$ cat config.mk
export PLATFORM = sky130hd
export DESIGN_NAME = fir_scheduler
export DESIGN_NICKNAME = d
export VERILOG_FILES = /design/src/rtl/fir_scheduler.sv
export SDC_FILE = /design/constraint.sdc
export NUM_CORES = 1
export LEC_CHECK = 0
export BUFFER_PORTS_ARGS = -buffer_cell sky130_fd_sc_hd__buf_2
export CAP_MARGIN = 30
export CORE_MARGIN = 1.5
export CORE_UTILIZATION = 35
export CTS_BUF_LIST = sky130_fd_sc_hd__clkbuf_8
export CTS_CLUSTER_DIAMETER = 40
export DETAILED_ROUTE_END_ITERATION = 8
export GPL_TIMING_DRIVEN = 0
export RECOVER_POWER = 25
export SYNTH_ARGS = -nofsm -noshare
export SYNTH_HDL_FRONTEND = slang
export SYNTH_SLANG_ARGS = --single-unit
$ cat constraint.sdc
create_clock -name clkIn -period 4.8 [get_ports clkIn]
set_input_delay 0.24 -clock clkIn [delete_from_list [all_inputs] [get_ports clkIn]]
set_output_delay 0.24 -clock clkIn [all_outputs]
set_load 0.1 [all_outputs]
$ cat src/rtl/fir_scheduler.sv
// fir_scheduler -- sequences a FIR filter: start/compute/done handshakes,
// plus a coefficient-load window fed from a small write FIFO.
//
// Optional feature macro: FIR_SCHED_WATCHDOG_EN
//   defined   : COMPUTE is bounded by TIMEOUT_CYCLES; on expiry timeoutOut
//               sets (sticky) and the FSM returns to IDLE without doneOut.
//   undefined : no counter, timeoutOut tied 0, COMPUTE waits for firDoneIn.
//
// Ports
//   clkIn, resetIn  : clock (rising edge), async active-high reset
//   startReqIn      : pulse, sample packet received (start request)
//   loadModeIn      : level, coefficient load window requested
//   coefWrReqIn     : pulse, push coefDataIn into the coefficient FIFO
//   coefDataIn      : coefficient word (SAMPLES_NUM*IN_SAMPLE_WIDTH bits)
//   firDoneIn       : pulse from filter, computation finished
//   firStartOut     : pulse, start filter
//   firLoadOut      : level, filter in coefficient-load mode
//   firWriteOut     : pulse, coefficient write strobe
//   firCoefOut      : coefficient word, valid with firWriteOut
//   doneOut         : pulse, result ready
//   coefFullOut     : coefficient FIFO full
//   dropCountOut    : saturating count of rejected start requests
//   timeoutOut      : sticky watchdog flag
module fir_scheduler #(
  parameter int SAMPLES_NUM     = 8,
  parameter int IN_SAMPLE_WIDTH = 16,
  parameter int COEF_FIFO_DEPTH = 4,
  parameter int TIMEOUT_CYCLES  = 1024
) (
  input  logic                                   clkIn,
  input  logic                                   resetIn,
  input  logic                                   startReqIn,
  input  logic                                   loadModeIn,
  input  logic                                   coefWrReqIn,
  input  logic [SAMPLES_NUM*IN_SAMPLE_WIDTH-1:0] coefDataIn,
  input  logic                                   firDoneIn,
  output logic                                   firStartOut,
  output logic                                   firLoadOut,
  output logic                                   firWriteOut,
  output logic [SAMPLES_NUM*IN_SAMPLE_WIDTH-1:0] firCoefOut,
  output logic                                   doneOut,
  output logic                                   coefFullOut,
  output logic [7:0]                             dropCountOut,
  output logic                                   timeoutOut
);

  localparam int CW = SAMPLES_NUM * IN_SAMPLE_WIDTH;
  localparam int AW = $clog2(COEF_FIFO_DEPTH);
  localparam logic [AW:0] FULL_CNT = (AW+1)'(COEF_FIFO_DEPTH);
  localparam logic [AW:0] CNT_ONE  = (AW+1)'(1);

  typedef enum logic [2:0] {
    IDLE    = 3'd0,
    START   = 3'd1,
    COMPUTE = 3'd2,
    DONE    = 3'd3,
    COEF_WR = 3'd4
  } state_t;

  state_t state, state_n;
  logic   load_n;
  logic   pending;
  logic   accept, reject, enter_start;
  logic   wd_expire;

  // ---------------------------------------------------------------
  // Coefficient FIFO. Depth is a power of two, so the pointers wrap
  // by natural overflow; count is one bit wider to represent "full".
  // ---------------------------------------------------------------
  logic [CW-1:0] mem [COEF_FIFO_DEPTH];
  logic [AW-1:0] wr_ptr, rd_ptr;
  logic [AW:0]   count;
  logic          push, pop, fifo_empty;

  assign coefFullOut = (count == FULL_CNT);
  assign fifo_empty  = (count == '0);
  assign push        = coefWrReqIn && !coefFullOut;
  // COEF_WR is only entered with a non-empty FIFO, so pop never underflows.
  assign pop         = (state == COEF_WR);

  always_ff @(posedge clkIn or posedge resetIn) begin
    if (resetIn) begin
      wr_ptr <= '0;
      rd_ptr <= '0;
      count  <= '0;
    end else begin
      if (push) wr_ptr <= wr_ptr + 1'b1;
      if (pop)  rd_ptr <= rd_ptr + 1'b1;
      case ({push, pop})
        2'b10:   count <= count + CNT_ONE;
        2'b01:   count <= count - CNT_ONE;
        default: count <= count;
      endcase
    end
  end

  // Storage needs no reset: emptiness is carried by the pointers/count.
  always_ff @(posedge clkIn) begin
    if (push) mem[wr_ptr] <= coefDataIn;
  end

  // ---------------------------------------------------------------
  // Start request admission. The "FSM busy while pending" rejection
  // case is a subset of "pending already set", so pending alone covers it.
  // ---------------------------------------------------------------
  assign accept      = startReqIn && !pending && !firLoadOut;
  assign reject      = startReqIn && !accept;
  assign enter_start = (state == IDLE) && (state_n == START);

  always_ff @(posedge clkIn or posedge resetIn) begin
    if (resetIn) begin
      pending <= 1'b0;
    end else if (enter_start) begin
      // An accepted request that starts immediately is consumed here too.
      pending <= 1'b0;
    end else if (accept) begin
      pending <= 1'b1;
    end
  end

  always_ff @(posedge clkIn or posedge resetIn) begin
    if (resetIn)
      dropCountOut <= 8'd0;
    else if (reject && dropCountOut != 8'hFF)
      dropCountOut <= dropCountOut + 8'd1;
  end

  // ---------------------------------------------------------------
  // Watchdog
  // ---------------------------------------------------------------
`ifdef FIR_SCHED_WATCHDOG_EN
  localparam int WDW = $clog2(TIMEOUT_CYCLES + 1);
  localparam logic [WDW-1:0] WD_LAST = WDW'(TIMEOUT_CYCLES - 1);
  logic [WDW-1:0] wd_cnt;

  // wd_cnt holds (COMPUTE cycles elapsed - 1); it is cleared in every other
  // state, so each computation starts from zero.
  assign wd_expire = (state == COMPUTE) && (wd_cnt == WD_LAST) && !firDoneIn;

  always_ff @(posedge clkIn or posedge resetIn) begin
    if (resetIn) begin
      wd_cnt     <= '0;
      timeoutOut <= 1'b0;
    end else begin
      if (state == COMPUTE) wd_cnt <= wd_cnt + 1'b1;
      else                  wd_cnt <= '0;
      if (wd_expire) timeoutOut <= 1'b1;
    end
  end
`else
  assign wd_expire  = 1'b0;
  assign timeoutOut = 1'b0;
`endif

  // ---------------------------------------------------------------
  // Main FSM. firLoadOut is updated only from IDLE so a load request
  // never disturbs a computation in flight.
  // ---------------------------------------------------------------
  always_ff @(posedge clkIn or posedge resetIn) begin
    if (resetIn) begin
      state      <= IDLE;
      firLoadOut <= 1'b0;
    end else begin
      state      <= state_n;
      firLoadOut <= load_n;
    end
  end

  always_comb begin
    state_n = state;
    load_n  = firLoadOut;
    case (state)
      IDLE: begin
        if (firLoadOut) begin
          if (!fifo_empty)
            state_n = COEF_WR;
          // Leave load mode only when nothing is queued or arriving.
          else if (!loadModeIn && !coefWrReqIn)
            load_n = 1'b0;
        end else if (pending || accept) begin
          // A waiting start is served before opening a load window.
          state_n = START;
        end else if (loadModeIn) begin
          load_n = 1'b1;
        end
      end
      START:   state_n = COMPUTE;
      COMPUTE: begin
        if (firDoneIn)      state_n = DONE;
        else if (wd_expire) state_n = IDLE;
      end
      DONE:    state_n = IDLE;
      // Returning through IDLE spaces writes at least 2 cycles apart.
      COEF_WR: state_n = IDLE;
      default: state_n = IDLE;
    endcase
  end

  assign firStartOut = (state == START);
  assign doneOut     = (state == DONE);
  assign firWriteOut = (state == COEF_WR);
  assign firCoefOut  = firWriteOut ? mem[rd_ptr] : '0;

endmodule

; Word-level counts from Yosys, hierarchy flattened
; Memory sizes are Yosys's and may differ from the RTL's.
; Cells that the tools add are included.
[op_classes]
addsub = 5
n_eq_ne = 9
mux = 16
reduce_logical = 18
[op_table]
columns = operator, count
row1 = 128-bit two-way mux, 1
row2 = 3-bit two-way mux, 4
row3 = 1-bit two-way mux, 9
row4 = 3-bit case mux with 3 select lines, 1
row5 = "8-bit by 1-bit adder with 8-bit output, second input constant", 1
row6 = "8-bit inequality test, second input constant", 1
row7 = 1-bit logical AND, 7
row8 = "3-bit by 1-bit == test with 1-bit output, second input constant", 2
row9 = "3-bit by 2-bit == test with 1-bit output, second input constant", 2
row10 = "3-bit == test, second input constant", 2
row11 = 1-bit logical NOT, 6
row12 = 3-bit logical NOT, 2
row13 = 3-bit case mux with 2 select lines, 1
row14 = "2-bit by 1-bit adder with 2-bit output, second input constant", 2
row15 = 2-bit nonzero test, 2
row16 = "3-bit by 1-bit adder with 3-bit output, second input constant", 1
row17 = "3-bit by 1-bit subtractor with 3-bit output, second input constant", 1
row18 = "2-bit by 1-bit == test with 1-bit output, second input constant", 1
row19 = "2-bit == test, second input constant", 1
row20 = 1-bit logical OR, 1
[word_totals]
ff_bits = 20
mem_bits_rw = 512
input_bits = 134
output_inout_bits = 142
mem_count = 1
[mem_list]
columns = name, words, width, read_ports, rd_clocked_by_memory_dff, write_ports, line
row1 = mem, 4, 128, 1, 0, 1, 70  ; logic [CW-1:0] mem [COEF_FIFO_DEPTH];

; Longest topological paths before layout
[depth]
ltp_word = 10
depth_mapped = 9
mapped_depth_nobuf = 9

; Worst setup path before layout
; Ideal clock, no wire load.
[synth_timing]
kind = register -> register
startpoint = register count[0]
endpoint = memory mem[0][0] (netlist bit), enable pin
arrival_ns = 4.794
required_ns = 3.974
slack_ns = -0.819
path_stages_with_launch = 4
synth_period_minus_slack_ns = 5.619
cell_sequence = dfrtp_1 nor3b_1 nor2b_1 and2_1
[synth_via]
elab_chain_len = 5
[synth_lines]
columns = item, line
row1 = from (decl), 72  ; logic [AW:0] count;
row2 = from (signal assigned), 90  ; 2'b10: count <= count + CNT_ONE;
row3 = from (signal assigned), 91  ; 2'b01: count <= count - CNT_ONE;
row4 = from (signal assigned), 92  ; default: count <= count;
row5 = 3-bit == test, 75  ; assign coefFullOut = (count == FULL_CNT);
row6 = named net coefFullOut, 42  ; output logic coefFullOut,
row7 = 1-bit logical NOT, 77  ; assign push = coefWrReqIn && !coefFullOut;
row8 = 1-bit logical AND, 77
row9 = 1-bit two-way mux, 99  ; if (push) mem[wr_ptr] <= coefDataIn;
row10 = 1-bit two-way mux (implied by the code), 99
row11 = to (decl), 70
; The timed path passes the listed nets, and every way through them passes these cells.

; Final worst setup path
[layout_timing]
startpoint = register state[1]
endpoint = output firCoefOut[48]
[layout_via]
elab_chain_len = 2
[layout_lines]
columns = item, line
row1 = from (decl), 60  ; state_t state, state_n;
row2 = from (signal assigned), 164  ; state <= state_n;
row3 = 3-bit == test, 201  ; assign firWriteOut = (state == COEF_WR);
row4 = 128-bit two-way mux, 202  ; assign firCoefOut = firWriteOut ? mem[rd_ptr] : '0;
row5 = to (decl), 40  ; output logic [SAMPLES_NUM*IN_SAMPLE_WIDTH-1:0] firCoefOut,
; Every way passes these cells.

==> results.ini <==
[global_route]
grt-ovfl-total = 0
grt.total_usage = 0.151
antenna_found_initial = 3
grt_max_degree = 50
grt_pass1_vias = 11900
grt_first_pass_wirelength_mm = 67.6

[synth]
netlist_instances = 913
yosysUniqueCellTypes = 40
synth_top_area_share = 0.754
synth-main-ff-cell = edfxtp_1
syn-cell-area_um2 = 20400
seq_area_frac_synth = 0.778
synth-async-reset-ratio = 0.0376
synthTopCellsByArea = edfxtp_1 (75%), mux4_2 (14%), and2_1 (4.0%), dfrtp_1 (2.5%), buf_6 (0.66%)
yosysTopAreaCell = edfxtp_1
synth_common_cells = edfxtp_1 (512), and2_1 (132), mux4_2 (128), clkbuf_1 (23), dfrtp_1 (20)
synth_edf_count = 512
synth-seq-cells = 532
syn_area_per_cell_um2 = 22.3
yosysWarnings = 0
syn_nets = 1054
synth.most_common_cell = edfxtp_1

[clock_network]
cts_max_level = 3
tritoncts = yes
ctsResizeCount = 0
max-clock-path-buffers = 3
cts.sinks = 532
root_buffer = clkbuf_8
cts_buffers = 96
clock_latency_ns = 0.68
clkTransAtPathRegs_ns = 0.06

[placement]
pre_cts_slack_ns = 1.77
dp_hpwl_mm = 27.3
dp_cells = 1961
globalplace.congestion = 0.712
port_buffers = 274

[die]
rows = 88
die_h_um = 244
ios = 276
start_util = 0.354
core-area_um2 = 57700
dieArea_um2 = 59700
die_w_um = 244

[sta]
post-route-min-period_ns = 3.59
setup_slack_ns = 1.21
setup_tns_ns = 0
fin_worst_skew_ns = 0.0251
hold_viol = 0
setup_viol = 0
clock.fmax_mhz = 279
slew_headroom = 0.423
rsz0062_at_grt = false
drv_slew = 0
finalCritPeriodShare = 0.748
tightestPinTransition_ns = 0.865

[hold_path]
holdPathEnd = mem[2][87]
hold_depth = 2
worstHoldPathType = in -> reg
hold_path_startpoint = coefDataIn[87]

[cells_and_area]
syn2layout_area_growth_pct = 27.8
nets = 1568
final_cell_count_no_fill = 2270
utilization = 0.452
drive_gt1_frac = 0.325

[worst_setup_path]
path_buf_inv = 4
critPathMaxStageDelay_ns = 0.53
critPathKind = reg -> out
r2r-end = count[2]
cp_slowest_cell = buf_2
critPathTopFamily = buffers and inverters
worstRegToRegCells = 9
cp-end-kind = primary output
timing.rr.start = state[1]
crit_path_start_kind = flop
path_max_fanout = 10
crit_path_frequent_cell = buf_2
cp.required_ns = 4.56
crit_chain = buf_2 > nor3b_2 > buf_2 > clkbuf_1 > and2_1 > buf_2
r2r_setup_slack_ns = 2.05
arrival_ns = 3.35

[detailed_routing]
viasPerCell = 4.70
wl_per_cell_um = 19.7
vias = 10700
drt-initial-drc-count = 507
routed_wl_mm = 44.6
dr.pass1.iters = 5
drcViolationCount = 0
postRouteAntennaNets = 0

[outcome]
outcome = complete, no violations

[job]
max_cap_viol_count = 0

[worst max-delay path by stage]
stage,from,endpoint,depth (start not counted)
CTS,state[1],firCoefOut[48],6
detailed placement,state[1],firCoefOut[48],6
floorplan,count[2],mem[2][0],3
global route,state[1],firCoefOut[48],6
global placement,count[2],mem[2][99],3
finish,state[1],firCoefOut[48],6
[placed cells by master, fill, tap and decap left out, types with 5 or more instances in the layout]
cell	n
clkinvlp_4	5
clkbuf_1	103
a21oi_1	6
nor2_1	6
clkbuf_8	98
inv_1	38
ha_1	6
edfxtp_1	512
and2_1	128
mux4_2	128
dlygate4sd3_1	133
clkinv_1	20
xor2_1	5
buf_16	7
buf_2	201
bufinv_16	6
buf_6	12
xnor2_1	5
dfrtp_1	20
clkinv_2	12
[cell families (layout without fill, tap and decap cells)]
family                     after synthesis  after routing  synth area share
AOI/OAI and AO/OA                       19             19           0.00607
xor gates and xnor gates                10             10           0.00429
buffers and inverters                   56            647            0.0159
adders and majority gates                7              7           0.00466
and+or+nand+nor                        156            156            0.0472
DFF                                    532            532             0.778
other                                    1              2          0.000184
muxes                                  132            132             0.143
[final cells by class]
class,count,area (um2)
clock buffers,98,1350
fillers,5084,31600
repair buffers,416,2840
well taps,765,957
inverters,10,37.5
clock inverters,77,518
diodes,1,2.50
flip-flops and latches,532,15900
plain buffers,46,287
multi-input cells,325,4210
[registers in the layout, summed over array words and instances, names as in the netlist]
register	flops
firLoadOut	1
dropCountOut	8
rd_ptr	2
count	3
pending	1
wr_ptr	2
mem	512
state	3
[stage by stage]
step | hold WS (ns) | area (um2)
after floorplan | 0.204 | 20400
after global placement | 0.452 | 22700
after CTS | 0.225 | 26200
final | 0.320 | 26100
after detailed placement | 0.457 | 23000
after global routing | 0.309 | 26100
[routing by layer]
layer | GRT usage | vias to the layer above | share of wire
met1 | 0.186 | 5513 | 0.42
met4 | 0.0648 | 6 | 0.027
met2 | 0.250 | 305 | 0.49
li1 | - | 4765 | -
met5 | 0 | - | 0.00087
met3 | 0.0423 | 86 | 0.065
[worst reg2reg max path, stage by stage (launching register included)]
cell,delay [ns]
dfrtp_1,0.35
buf_2,0.16
nor3b_2,0.45
clkbuf_1,0.57
ha_1,0.29
inv_1,0.06
fa_1,0.37
xor2_1,0.15
nor2_1,0.13
xor2_1,0.15
[timing repair]
action / in CTS / in global routing
buffers inserted: 0 / 0
hold buffers: 133 / 0
hold endpoints to repair: 537 / 0
Power is not shown: default switching activity piles up to over one toggle a cycle in this logic, so the estimate is an artifact.
